[src/rtl/sipo_rx_pkg.sv]
// Shared definitions for the stepper serial-link receiver and its transmitter counterpart.
// Both ends size their bit counters with count_width so they always agree.
package sipo_rx_pkg;

    typedef enum logic {
        ST_HUNT  = 1'b0,
        ST_SHIFT = 1'b1
    } sipo_state_t;

    // A one-bit counter is still needed for a two-bit word.
    function automatic int count_width(input int size);
        return (size <= 2) ? 1 : $clog2(size);
    endfunction

endpackage

[src/rtl/sipo_out_stage.sv]
// One-entry valid/ready holding register for deserialised words.
// A word that completes while the held word is still unaccepted is dropped and flagged as overrun.
module sipo_out_stage #(
    parameter int SIZE = 8
) (
    input  logic            clk_in,
    input  logic            reset_in,
    input  logic            load,
    input  logic [SIZE-1:0] load_data,
    input  logic            ready_in,
    input  logic            clear_in,
    output logic [SIZE-1:0] r_data_out,
    output logic            r_valid_out,
    output logic            r_overrun_out
);

    logic accept;
    logic drop;

    assign accept = r_valid_out && ready_in;
    assign drop   = load && r_valid_out && !ready_in;

    // Accept-and-load in the same cycle keeps valid high so words stream without a bubble.
    always_ff @(posedge clk_in) begin
        if (reset_in) begin
            r_data_out    <= '0;
            r_valid_out   <= 1'b0;
            r_overrun_out <= 1'b0;
        end else begin
            if (load && (!r_valid_out || ready_in)) begin
                r_data_out  <= load_data;
                r_valid_out <= 1'b1;
            end else if (accept) begin
                r_valid_out <= 1'b0;
            end

            if (drop) begin
                r_overrun_out <= 1'b1;
            end else if (clear_in) begin
                r_overrun_out <= 1'b0;
            end
        end
    end

endmodule

[src/rtl/sipo_rx.sv]
// Serial-in/parallel-out receiver: assembles SIZE bits MSB first into a word,
// optionally aligning on a start-of-word marker and reporting framing errors.
module sipo_rx
    import sipo_rx_pkg::*;
#(
    parameter int SIZE   = 8,
    parameter int FRAMED = 1
) (
    input  logic            clk_in,
    input  logic            reset_in,
    input  logic            data_in,
    input  logic            valid_in,
    input  logic            frame_in,
    input  logic            ready_in,
    input  logic            clear_in,
    output logic [SIZE-1:0] r_data_out,
    output logic            r_valid_out,
    output logic            r_overrun_out,
    output logic            r_frame_err_out
);

    localparam int            CW       = count_width(SIZE);
    localparam logic [CW-1:0] LAST     = CW'(SIZE - 1);
    localparam logic [CW-1:0] NEXT_MSB = CW'(SIZE - 2);

    sipo_state_t     state;
    sipo_state_t     state_next;
    logic [SIZE-1:0] shift_reg;
    logic [SIZE-1:0] shift_next;
    logic [CW-1:0]   r_count;
    logic [CW-1:0]   count_next;
    logic            frame_hit;
    logic            resync;
    logic            complete;
    logic [SIZE-1:0] word;

    assign frame_hit = (FRAMED != 0) && valid_in && frame_in;

    // The final bit is merged combinationally so the word is presented on the edge that samples it.
    always_comb begin
        state_next = state;
        shift_next = shift_reg;
        count_next = r_count;
        resync     = 1'b0;
        complete   = 1'b0;
        word       = {shift_reg[SIZE-1:1], data_in};

        if (valid_in) begin
            case (state)
                ST_HUNT: begin
                    if (frame_hit) begin
                        shift_next = {data_in, {(SIZE-1){1'b0}}};
                        count_next = NEXT_MSB;
                        state_next = ST_SHIFT;
                    end
                end
                ST_SHIFT: begin
                    if (frame_hit) begin
                        resync     = (r_count != LAST);
                        shift_next = {data_in, {(SIZE-1){1'b0}}};
                        count_next = NEXT_MSB;
                    end else begin
                        shift_next[r_count] = data_in;
                        if (r_count == '0) begin
                            complete   = 1'b1;
                            count_next = LAST;
                        end else begin
                            count_next = r_count - 1'b1;
                        end
                    end
                end
            endcase
        end
    end

    always_ff @(posedge clk_in) begin
        if (reset_in) begin
            state           <= (FRAMED != 0) ? ST_HUNT : ST_SHIFT;
            shift_reg       <= '0;
            r_count         <= LAST;
            r_frame_err_out <= 1'b0;
        end else begin
            state           <= state_next;
            shift_reg       <= shift_next;
            r_count         <= count_next;
            r_frame_err_out <= resync;
        end
    end

    sipo_out_stage #(
        .SIZE(SIZE)
    ) u_out_stage (
        .clk_in        (clk_in),
        .reset_in      (reset_in),
        .load          (complete),
        .load_data     (word),
        .ready_in      (ready_in),
        .clear_in      (clear_in),
        .r_data_out    (r_data_out),
        .r_valid_out   (r_valid_out),
        .r_overrun_out (r_overrun_out)
    );

endmodule

[config.mk]
export PLATFORM = sky130hd
export DESIGN_NAME = sipo_rx
export DESIGN_NICKNAME = d
export VERILOG_FILES = /design/src/rtl/sipo_rx_pkg.sv /design/src/rtl/sipo_out_stage.sv /design/src/rtl/sipo_rx.sv
export SDC_FILE = /design/constraint.sdc
export NUM_CORES = 1
export LEC_CHECK = 0
export CAP_MARGIN = 20
export CORE_MARGIN = 4
export CORE_UTILIZATION = 50
export DETAILED_ROUTE_END_ITERATION = 8
export GPL_ROUTABILITY_DRIVEN = 0
export PLACE_DENSITY = 0.77
export SETUP_SLACK_MARGIN = 0.5
export SLEW_MARGIN = 20
export SYNTH_ARGS = -nofsm -noshare
export SYNTH_HDL_FRONTEND = slang
export SYNTH_SLANG_ARGS = --single-unit
[constraint.sdc]
create_clock -name clk_in -period 3.2 [get_ports clk_in]
set_input_delay 0.64 -clock clk_in [delete_from_list [all_inputs] [get_ports clk_in]]
set_output_delay 0.64 -clock clk_in [all_outputs]
set_load 0.005 [all_outputs]
* After elaboration in Yosys (flattened, before gate mapping)
Cells that the tools add are included.
Storage, ports and cells: output and inout port bits 11, logic and storage cells 49, input bits 7, bits in registers 23
Operators by class: multiplexer cells 20, $lt $le $gt $ge 2, add/subtract/negate cells 1, bitwise operators 3, reductions and logical operators 14, equality and inequality tests 2
Operators by type and width (count):
- 8-bit two-way mux | 2
- 8-bit one-hot mux with 2 select lines | 1
- 1-bit two-way mux | 11
- 3-bit two-way mux | 3
- 8-bit bitwise mux | 1
- 1-bit logical AND | 6
- 3-bit one-hot mux with 2 select lines | 1
- 3-bit by 4-bit < comparator with 1-bit output (second input constant) | 1
- 2-bit nonzero test | 2
- 4-bit OR reduction | 1
- 1-bit demux with 3-bit select | 1
- 3-bit by 1-bit greater-or-equal comparator with 1-bit output (second input constant) | 1
- 3-bit zero test | 1
- 3-bit inequality test (second input constant) | 1
- 1-bit NOT | 3
- 3-bit by 1-bit subtractor with 3-bit output (second input constant) | 1
- 1-bit zero test | 2
- 2-bit inequality test (second input constant) | 1
- 2-bit AND reduction | 1
- 1-bit logical OR | 1

* Depth between registers and ports, before layout
word-level depth 8, depth in mapped cells 7, mapped depth without buffers 5

* Modules after synthesis
Synthesis repeated with hierarchy kept, for this count alone.
Second synthesis, totals: cell total of the unflattened synthesis 122, area total of the unflattened synthesis 1138.6 µm²
Modules (own cells, without submodules):
- sipo_rx | cells each 79, instances 1, sequential area each 240.2 µm², area each 696.9 µm²
- sipo_out_stage | cells each 43, instances 1, sequential area each 200.2 µm², area each 441.7 µm²

* Least setup slack after synthesis
OpenSTA, ideal clock, no wires.
kind input port to flip-flop, from input valid_in, to register u_out_stage.r_data_out[0], required time 3.128 ns, buffers on the path 3, setup time 0.072 ns, slack 1.599 ns, stages 6, arrival time 1.529 ns, path through buf_2 > and3b_1 > buf_6 > and3b_1 > buf_6 > mux2i_1
On the way: longest elaborated chain between the ends 5
Ends and longest elaborated chain:
- start, declared | RTL line sipo_rx.sv:12 | input logic valid_in,
- 1-bit logical AND | RTL line sipo_rx.sv:37 | assign frame_hit = (FRAMED != 0) && valid_in && frame_in;
- 1-bit two-way mux | RTL line sipo_rx.sv:58 | if (frame_hit) begin
- 1-bit two-way mux | RTL line sipo_rx.sv:49 | case (state)
- 1-bit two-way mux (*) | RTL line sipo_rx.sv:48 | if (valid_in) begin
- 1-bit logical AND (*) | RTL line sipo_out_stage.sv:30 | if (load && (!r_valid_out || ready_in)) begin
- end signal, assigned | RTL line sipo_out_stage.sv:31 | r_data_out <= load_data;
- end, declared | RTL line sipo_out_stage.sv:12 | output logic [SIZE-1:0] r_data_out,
Every way passes the cells marked *; elsewhere a longest branch is shown, timed or not. A chain may end at the register's enable or synchronous reset.

* Worst setup path after layout
from input valid_in, to register u_out_stage.r_data_out[3]
Same word-level chain as after synthesis.

==> flow_summary.ini <==
[run_status]
status = complete, no violations

[synthesis]
async_flop_share = 0
yosysTopAreaCellShare = 0.450
yosysMostFrequentCell = dfxtp_1
yosys-top-cells-count = dfxtp_1 (22), nand2_1 (20), mux2i_1 (8), o21ai_0 (8)
syn-cell-area_um2 = 980
synthTopCellsByArea = dfxtp_1 (45%), mux2i_1 (8.2%), nand2_1 (7.7%)
synth_fp_nets = 120
ys_types = 25
ys.flop_type = dfxtp_1
synth_edf_count = 0
synth-seq-cells = 22
synth_top_cell_by_area = dfxtp_1
synth_top_family_by_area = compound AO/OA/AOI/OAI gates
synthXorXnorAreaFrac = 0
synth.yosys.seq_area_share = 0.450
synth-simple-area-share = 0.174
avgSynthCellArea_um2 = 8.91
synth_compound_area_frac = 0.189
synthMuxAreaShare = 0.0817
postSynthCellCount = 110
yosys_warnings = 0
synth_adder_area_share = 0.0383

[hold_path]
min_path_type = flop to flop
hold_end = u_out_stage.r_data_out[5]
min-delay-start = shift_reg[5]
min_path_cells = 2

[floorplan]
coreArea_um2 = 1780
io_pins = 18
die_width_um = 52.3
die-height_um = 52.3
design.die.area_um2 = 2730
core.rowCount = 15
initial_core_util = 0.549

[final_layout]
stdcell_count = 148
drive_gt1_frac = 0.0407
area_growth_pct = 21.1
register_area_um2 = 440
multi_input_area_um2 = 473
largest_register_ffs = 8
nFillCells = 163
antennaDiodeCount = 0
nets = 134

[global_routing]
first_global_vias = 708
grt_util_met2 = 0.270
grt_busiest_layer = met2
use_met1 = 0.220
antenna_found_initial = 0
overflow = 0
use_met3 = 0.0256
grt_max_degree = 21
grt_pass1_wl_um = 3450
gr-usage-all-layers = 0.165

[critical_path]
r2r_end = u_out_stage.r_data_out[3]
crit_fanout = 10
crit_type = input pin to flop
r2r-start = r_count[0]
reg2reg_slack_ns = 1.33
cp-start-kind = input pin
reg2regPathDepth = 5
required_ns = 3.43
cp_data_arrival_time_ns = 2.38
endpoint_kind = flop

[sta]
finalMaxSlewViolations = 0
fin_worst_skew_ns = 0.0101
hold_viol = 0
max_freq_mhz = 466
fin_crit_ns = 2.15
rsz0062_at_grt = no
min_period_over_period = 0.671
tns_ns = 0
tightest_slew_ns = 0.564
setup-violations-final = 0
layout_setup_ws_ns = 1.05
relSlewSlack = 0.624
hold_ws_ns = 0.458

[power]
p_total_uw = 522
ir_drop_mv = 0.304
power.leakage_uw = 0.000430
powerDensity_nw_per_um2 = 440

[placed_design]
port_buffers = 17
dp_hpwl_um = 1470
placed_cells = 144
detailedPlace.worstSlack_ns = 0.766

[cts]
clk_pin_slew_ns = 0.12
clock_latency_ns = 0.30
cts_made_buffers = 3
cts_max_path_buffers = 2
numClockSinks = 22
ctsHoldBuffers = 0
cts_tree = built
cts-htree-levels = 1
ctsResizeCount = 0
post_cts_buffers = 0
cts_root_buf = clkbuf_4

[route]
vias_per_cell = 5.64
first_pass_iters = 4
ant_nets = 0
routed_wl_um = 1980
drt_iter0_drc = 18
wire_per_inst_um = 13.4
route.detailed.drc = 0
num_vias = 834

[run]
maxCapViolCount = 0
## report_power, final
| group | leakage (uW) | switching (uW) | internal [uW] | total [uW] |
|---|---|---|---|---|
| sequential | 0.000178 | 5.32 | 277 | 282 |
| combinational | 0.000224 | 18.6 | 13.1 | 31.7 |
| clock | 0.0000279 | 81.0 | 127 | 208 |
| total | 0.000430 | 105 | 417 | 522 |
## layout make-up
type                            count  area share
Sequential cell                    22       0.371
Tap cell                           25      0.0264
Multi-Input combinational cell     75       0.399
Clock inverter                      1      0.0253
Inverter                            5      0.0158
Timing Repair Buffer               17       0.143
Clock buffer                        3      0.0190
## cells by family (layout without fill, tap and decap cells)
| logic type | count (synthesis) | after routing |
|---|---|---|
| muxes | 8 | 8 |
| buffers and inverters | 13 | 26 |
| and+or+nand+nor | 37 | 37 |
| DFF | 22 | 22 |
| adders and majority gates | 3 | 3 |
| AOI/OAI and AO/OA | 27 | 27 |
## per-layer routing
layer  up-vias  part of all wire
li1        413                 -
met1       382              0.44
met2        35              0.50
met3         4             0.052
met4         0             0.012
met5         -                 0
## placed cells by master (no fill, tap or decap), types with 2 or more instances in the layout
cell             count
nand2_1             20
nand4_1              2
nor2b_1              2
nand2b_1             3
a32oi_1              2
o311ai_0             4
and3b_1              2
clkbuf_4             3
a21oi_1              5
dfxtp_1             22
mux2i_1              8
ha_1                 3
inv_1                5
o21ai_0              8
nor2_1               5
nand3_1              3
o211ai_1             2
clkdlybuf4s50_1     17
## worst max path at each step
stage	startpoint	endpoint	slack [ns]	cells past startpoint
2_1_floorplan	valid_in	u_out_stage.r_data_out[0]	1.60	6
3_3_place_gp	valid_in	u_out_stage.r_data_out[3]	0.88	4
3_5_place_dp	valid_in	u_out_stage.r_data_out[2]	0.77	4
4_1_cts	valid_in	u_out_stage.r_data_out[2]	1.09	4
5_1_grt	valid_in	u_out_stage.r_data_out[2]	0.98	4
6_report	valid_in	u_out_stage.r_data_out[3]	1.05	4
## critical path: stages
cell	delay, ns
clkdlybuf4s50_1	0.65
and3b_1	0.35
and3b_1	0.50
mux2i_1	0.23
## through the flow
stage               utilization  cell area, um^2
detailed placement        0.636             1130
CTS                       0.665             1190
finish                    0.665             1190
global placement          0.636             1130
global route              0.665             1190
floorplan                     -              980
Note: power is estimated with default switching activity, not from simulation.
